<file path="src/rtl/cdb_broadcast_arbiter.sv">
// cdb_broadcast_arbiter: per-source result FIFOs merged round-robin onto one registered CDB; define CDB_FLUSH_EN to enable i_flush
module cdb_broadcast_arbiter #(
  parameter int NUM_SRC = 3,
  parameter int TAG_W = 4,
  parameter int DATA_W = 32,
  parameter int RSNUM_W = 3,
  parameter int FIFO_DEPTH = 2,
  parameter logic [TAG_W-1:0] TAG_FREE = '0
) (
  input  logic                       clk,
  input  logic                       rst,
  input  logic [NUM_SRC-1:0]         i_src_valid,
  output logic [NUM_SRC-1:0]         o_src_ready,
  input  logic [NUM_SRC*TAG_W-1:0]   i_src_tag,
  input  logic [NUM_SRC*DATA_W-1:0]  i_src_data,
  input  logic [NUM_SRC*RSNUM_W-1:0] i_src_rsnum,
  output logic [NUM_SRC-1:0]         o_src_finish,
  output logic                       o_cdb_valid,
  output logic [TAG_W-1:0]           o_cdb_tag,
  output logic [DATA_W-1:0]          o_cdb_data,
  output logic [$clog2(NUM_SRC)-1:0] o_cdb_src,
  output logic [RSNUM_W-1:0]         o_cdb_rsnum,
  input  logic                       i_flush
);
  localparam int PW = $clog2(FIFO_DEPTH);
  localparam int SW = $clog2(NUM_SRC);
  logic [TAG_W-1:0]   r_tag   [NUM_SRC][FIFO_DEPTH];
  logic [DATA_W-1:0]  r_data  [NUM_SRC][FIFO_DEPTH];
  logic [RSNUM_W-1:0] r_rsnum [NUM_SRC][FIFO_DEPTH];
  logic [PW:0]        r_wp    [NUM_SRC];
  logic [PW:0]        r_rp    [NUM_SRC];
  logic [SW-1:0]      r_rr;
  logic [NUM_SRC-1:0] w_empty, w_full, w_push;
  logic               w_gnt, w_flush;
  logic [SW-1:0]      w_win;
  logic [PW-1:0]      w_rd;
`ifdef CDB_FLUSH_EN
  assign w_flush = i_flush;
`else
  logic w_unused_flush;
  assign w_unused_flush = i_flush;
  assign w_flush = 1'b0;
`endif
  // Full uses the extra pointer MSB to tell a wrapped writer from an empty FIFO
  genvar c;
  for (c = 0; c < NUM_SRC; c++) begin : g_st
    assign w_empty[c] = r_wp[c] == r_rp[c];
    assign w_full[c]  = (r_wp[c][PW] != r_rp[c][PW]) && (r_wp[c][PW-1:0] == r_rp[c][PW-1:0]);
    assign w_push[c]  = i_src_valid[c] && !w_full[c] && !w_flush;
  end
  assign o_src_ready = ~w_full;
  assign w_rd = r_rp[w_win][PW-1:0];
  // Round-robin pick: scan from the farthest offset down so the channel nearest r_rr wins
  always_comb begin
    w_gnt = 1'b0;
    w_win = '0;
    for (int k = NUM_SRC - 1; k >= 0; k--)
      if (!w_empty[SW'((int'(r_rr) + k) % NUM_SRC)]) begin
        w_gnt = 1'b1;
        w_win = SW'((int'(r_rr) + k) % NUM_SRC);
      end
  end
  // FIFO storage; pointer updates below decide whether a written slot becomes visible
  always_ff @(posedge clk)
    for (int i = 0; i < NUM_SRC; i++)
      if (w_push[i]) begin
        r_tag[i][r_wp[i][PW-1:0]]   <= i_src_tag[i*TAG_W +: TAG_W];
        r_data[i][r_wp[i][PW-1:0]]  <= i_src_data[i*DATA_W +: DATA_W];
        r_rsnum[i][r_wp[i][PW-1:0]] <= i_src_rsnum[i*RSNUM_W +: RSNUM_W];
      end
  // Pointers, arbiter state and the registered broadcast; flush clears like reset but keeps src/rsnum
  always_ff @(posedge clk)
    if (rst || w_flush) begin
      for (int i = 0; i < NUM_SRC; i++) begin
        r_wp[i] <= '0;
        r_rp[i] <= '0;
      end
      r_rr         <= '0;
      o_cdb_valid  <= 1'b0;
      o_cdb_tag    <= TAG_FREE;
      o_cdb_data   <= '0;
      o_src_finish <= '0;
      if (rst) begin
        o_cdb_src   <= '0;
        o_cdb_rsnum <= '0;
      end
    end else begin
      for (int i = 0; i < NUM_SRC; i++) begin
        if (w_push[i]) r_wp[i] <= r_wp[i] + 1'b1;
        if (w_gnt && w_win == SW'(i)) r_rp[i] <= r_rp[i] + 1'b1;
      end
      if (w_gnt) r_rr <= (int'(w_win) == NUM_SRC - 1) ? '0 : w_win + 1'b1;
      o_cdb_valid  <= w_gnt;
      o_cdb_tag    <= w_gnt ? r_tag[w_win][w_rd] : TAG_FREE;
      o_cdb_data   <= w_gnt ? r_data[w_win][w_rd] : '0;
      o_src_finish <= w_gnt ? NUM_SRC'(1) << w_win : '0;
      if (w_gnt) begin
        o_cdb_src   <= w_win;
        o_cdb_rsnum <= r_rsnum[w_win][w_rd];
      end
    end
endmodule
</file>
<file path="config.mk">
export PLATFORM = sky130hd
export DESIGN_NAME = cdb_broadcast_arbiter
export DESIGN_NICKNAME = d
export VERILOG_FILES = /design/src/rtl/cdb_broadcast_arbiter.sv
export SDC_FILE = /design/constraint.sdc
export NUM_CORES = 1
export LEC_CHECK = 0
export BUFFER_PORTS_ARGS = -buffer_cell sky130_fd_sc_hd__clkbuf_2
export CELL_PAD_IN_SITES_DETAIL_PLACEMENT = 0
export CELL_PAD_IN_SITES_GLOBAL_PLACEMENT = 1
export CORE_UTILIZATION = 30
export DETAILED_ROUTE_END_ITERATION = 8
export PLACE_DENSITY = 0.63
export SLEW_MARGIN = 0
export SYNTH_ARGS = -nofsm -noshare
export SYNTH_HDL_FRONTEND = slang
export SYNTH_SLANG_ARGS = --single-unit
</file>
<file path="constraint.sdc">
create_clock -name clk -period 2.8 [get_ports clk]
set_input_delay 0.14 -clock clk [delete_from_list [all_inputs] [get_ports clk]]
set_output_delay 0.14 -clock clk [all_outputs]
set_load 0.02 [all_outputs]
</file>
Word-level counts from Yosys, hierarchy flattened
Memory sizes are Yosys's and may differ from the RTL's. Cells that the tools add are included.

Bits in registers: 47. Bits in writable memories: 246. Memories kept: 5.

$add $sub $neg: 9. Div/mod/pow operators: 3. Magnitude comparators: 10. Equal/unequal tests: 12. Shift operators: 1. Muxes and demuxes: 78. Bitwise operators: 12. Reduce and logical (&&, ||, !) cells: 17.

Memory list: r_data (words 3, bits a word 64, read ports 1, clocked after Yosys merged registers in 0, write ports 3, RTL line 28) `logic [DATA_W-1:0] r_data [NUM_SRC][FIFO_DEPTH];`; r_tag (words 3, bits a word 8, read ports 1, clocked after Yosys merged registers in 0, write ports 3, RTL line 27) `logic [TAG_W-1:0] r_tag [NUM_SRC][FIFO_DEPTH];`; r_rsnum (words 3, bits a word 6, read ports 1, clocked after Yosys merged registers in 0, write ports 3, RTL line 29) `logic [RSNUM_W-1:0] r_rsnum [NUM_SRC][FIFO_DEPTH];`; r_rp (words 3, bits a word 2, read ports 4, clocked after Yosys merged registers in 0, write ports 3, RTL line 31) `logic [PW:0] r_rp [NUM_SRC];`; r_wp (words 3, bits a word 2, read ports 3, clocked after Yosys merged registers in 0, write ports 3, RTL line 30) `logic [PW:0] r_wp [NUM_SRC];`.

Operator list (count): 32-bit two-way mux (6); 64-bit two-way mux (3); 32-bit demux with 1-bit select (3); 32-bit by 3-bit modulo with 32-bit output, second input constant (2); 3-bit by 3-bit modulo with 32-bit output, second input constant (1); 1-bit two-way mux (29); 4-bit two-way mux (6); 8-bit two-way mux (3); 2-bit two-way mux (10); 3-bit two-way mux (6); 6-bit two-way mux (3); 2-bit by 1-bit adder with 2-bit output, second input constant (7); 4-bit demux with 1-bit select (3); 1-bit logical AND (12); 2-bit by 4-bit < comparator with 1-bit output, second input constant (3); 3-bit demux with 1-bit select (3); 2-bit greater-or-equal comparator, second input constant (4); 1-bit inverter with 2-bit output (4); 1-bit binary-select mux with 2-bit select (3); 2-bit == test (3); 2-bit by 1-bit < comparator with 1-bit output, second input constant (3); 1-bit bitwise OR (6); 2-bit == test, second input constant (2); 2-bit by 1-bit adder with 3-bit output, second input constant (1); other kinds (10) (16).

Depth between registers and ports, before layout
Depth in word-level cells: 14. Mapped depth: 13. Depth with buffers taken out: 9.

Worst setup path before layout
No wires, ideal clock.

Path kind: register to register. Start: mem r_wp[0][5] (netlist bit). End: mem r_data[2][32] (netlist bit), enable pin. Arrival time: 2.853 ns. Slack: -0.489 ns. Cell stages (with the launch flop): 5. Cell sequence: edfxtp_1 > xnor2_1 > nand2b_1 > nand2_1 > nor2_1.

RTL lines (RTL line): from (decl) (30); to (decl) (28).

==> out/qor.yml <==
viasPerCell: 4.44
antenna_found_initial: 1
final_cell_mix: "246 x edfxtp_1, 169 x clkbuf_2, 117 x dlygate4sd3_1"
maxCapViolCount: 0
synth_cells: 695
clock_sinks: 293
crit_buf_inv: 2
endpoint_kind: "flip-flop"
die_x_um: 194
setup_slack_ns: 0.0784
yosysWarnings: 0
maxClockFrequency_ghz: 0.367
cp.arrival_ns: 3.15
crit_top_cell: "mux2_4"
synth_top_family_by_area: "compound AO/OA/AOI/OAI gates"
filler_cell_count: 3321
critical_path.max_fanout: 7
avgSynthCellArea_um2: 15.9
setup_viol: 0
ant_nets: 0
synthFlopType: "edfxtp_1"
synth_nets: 820
run_status: "finished, final reports clean"
track_usage_pct: 14.2
synth-simple-area-share_pct: 4.59
fin_cells: 1506
tightest_slew_ns: 0.530
drc_errors: 0
numPortBuffers: 169
finalHoldViolCount: 0
routedWlPerCell_um: 18.1
critical_path_class: "reg -> reg"
grt_pass1_wl_um: 40500
synth_edf_count: 246
clk_latency_ns: 0.51
synthDistinctLibCells: 41
drive_above_1_share_pct: 29.4
netlist_area_mm2: 0.0110
gp_congestion: 0.744
slew_headroom_pct: 64.7
core_mm2: 0.0359
h-tree-depth: 2
required_ns: 3.23
rrSetupSlack_ns: 0.08
peakVddDrop_mv: 0.977
place_ws_ns: -0.0954
finalCritPeriodShare_pct: 97.2
cp_top_family: "compound AO/OA/AOI/OAI gates"
synth-compound-area-share_pct: 8.79
critPathLaunchType: "flip-flop"
row_count: 69
finalSetupTns_ns: 0
grt.overflow.total: 0
cts_tree: "done"
mostFrequentLayoutCell: "edfxtp_1"
ctsLongestPathBuffers: 3
leakage_uw: 0.00583
grt_util_met3_pct: 2.56
clk_pin_slew_ns: 0.06
die_height_um: 194
boundaryPins: 171
cts_buffers: 34
yosysSeqAreaShare_pct: 75.4
dp_cells: 1322
finalMaxSlewViolations: 0
synth-adder-area-share_pct: 0.317
drt-initial-drc-count: 215
start_util_pct: 30.7
async_flop_share_pct: 0
grt_pass1_vias: 7002
rsz0062_at_grt: "true"
dr.pass1.iters: 6
synth-xor-area-share_pct: 0.952
seqCellArea_mm2: 0.00833
dieArea_mm2: 0.0376
hold_path.class: "in -> reg"
grt_max_degree: 94
max_stage_delay_ns: 0.49
routed_wl_um: 27300
cpMaxStageDelayCell: "or3_4"
grt_use_met1_pct: 18.3
fin_skew_ns: 0.0180
use_met2_pct: 24.3
period_minus_slack_ns: 2.72
holdWs_ns: 0.0565
hpwl_um: 16000
fin_nets: 1145
crit_chain: "xnor2_1 -> buf_4 -> a311o_1 -> a31o_4 -> mux2_4 -> mux2_4 -> or3_4 -> clkbuf_16 -> o22ai_2"
num_vias: 6686
cellPowerDensity_mw_per_mm2: 1320
areaGrowthSynthToFinish_pct: 36.7
yosys-mux-area-fraction_pct: 8.19
cts_root_buf: "clkbuf_16"
ys_seq_elements: 293
multi_input_area_mm2: 0.00260
busiest_layer: "met2"
-- synth_stat cells (all sizes together) (2+ instances only) --
cell type	number	area, um2
a211oi	2	15.0
a21o	2	15.0
a21oi	4	20.0
a22o	3	26.3
a31o	2	17.5
and2	2	12.5
and3	3	18.8
buf	20	115
clkbuf	17	63.8
dfxtp	47	941
edfxtp	246	7390
ha	2	25.0
inv	3	11.3
mux2	8	93.8
mux2i	81	811
nand2	83	312
nand2b	8	50.1
nor2	22	82.6
o21ai	76	380
o21bai	2	15.0
o22ai	38	425
or3	2	12.5
xnor2	10	87.6
xor2	2	17.5
-- worst paths after layout --
path | start | to | cells after the start
worst min register to register | o_cdb_src[1] | o_cdb_src[1] | 2
worst min-delay path | rst | o_cdb_src[0] | 2
worst max-delay path | r_rp[2][0] | o_cdb_data[6] | 9
worst max register to register | r_rp[2][0] | o_cdb_data[6] | 9
-- layout make-up --
class                   count  area share [%]
diodes                      1          0.0166
inverters                   3          0.0746
multi-input cells         362            17.2
repair buffers            326            16.9
clock inverters            10           0.464
well taps                 461            3.82
flip-flops and latches    293            55.2
clock buffers              50            6.24
-- routing by layer --
| metal | up-vias | wire (um) | part of all wire (%) |
|---|---|---|---|
| met4 | 0 | 691 | 2.5 |
| met5 | - | 0 | 0 |
| met3 | 51 | 963 | 3.5 |
| met2 | 148 | 13000 | 48 |
| li1 | 3275 | - | - |
| met1 | 3212 | 12600 | 46 |
-- where the power goes --
part	switching, uW	internal [uW]	leakage, uW
clock	1680	2340	0.000495
sequential	383	6260	0.00269
combinational	5340	3890	0.00265
-- registers in the layout, indices dropped and copies added, names as in the netlist --
name          flops
r_tag            24
r_rr              2
r_rsnum          18
r_rp              6
o_cdb_data       32
o_cdb_valid       1
o_cdb_rsnum       3
o_cdb_src         2
r_wp              6
o_cdb_tag         4
o_src_finish      3
r_data          192
-- cells by family (layout without fill, tap and decap cells) --
family / Yosys count / after routing
flip-flops: 293 / 293
multiplexers: 89 / 89
buffers and inverters: 40 / 389
other: 0 / 1
XOR/XNOR: 12 / 12
adder cells (fa/ha/maj): 3 / 3
AND/OR/NAND/NOR: 123 / 123
AO/OA/AOI/OAI: 135 / 135
-- metrics by stage --
stage / cell area [um2] / total power [uW] / util [%]
after floorplan: 11000 / 12700 / -
after global placement: 12700 / 15400 / 35.4
final: 15100 / 19900 / 42.0
after CTS: 14900 / 19800 / 41.5
after global routing: 15100 / 21200 / 42.0
after detailed placement: 12700 / 15500 / 35.4
-- what timing repair did --
item | CTS | global route
setup endpoints to repair | 35 | 36
hold buffers | 117 | 0
pin swaps | 0 | 4
cloned | 0 | 5
buffers inserted | 0 | 1
gates resized for setup | 2 | 10
hold endpoints to repair | 234 | 0
(Power assumes the default switching activity.)
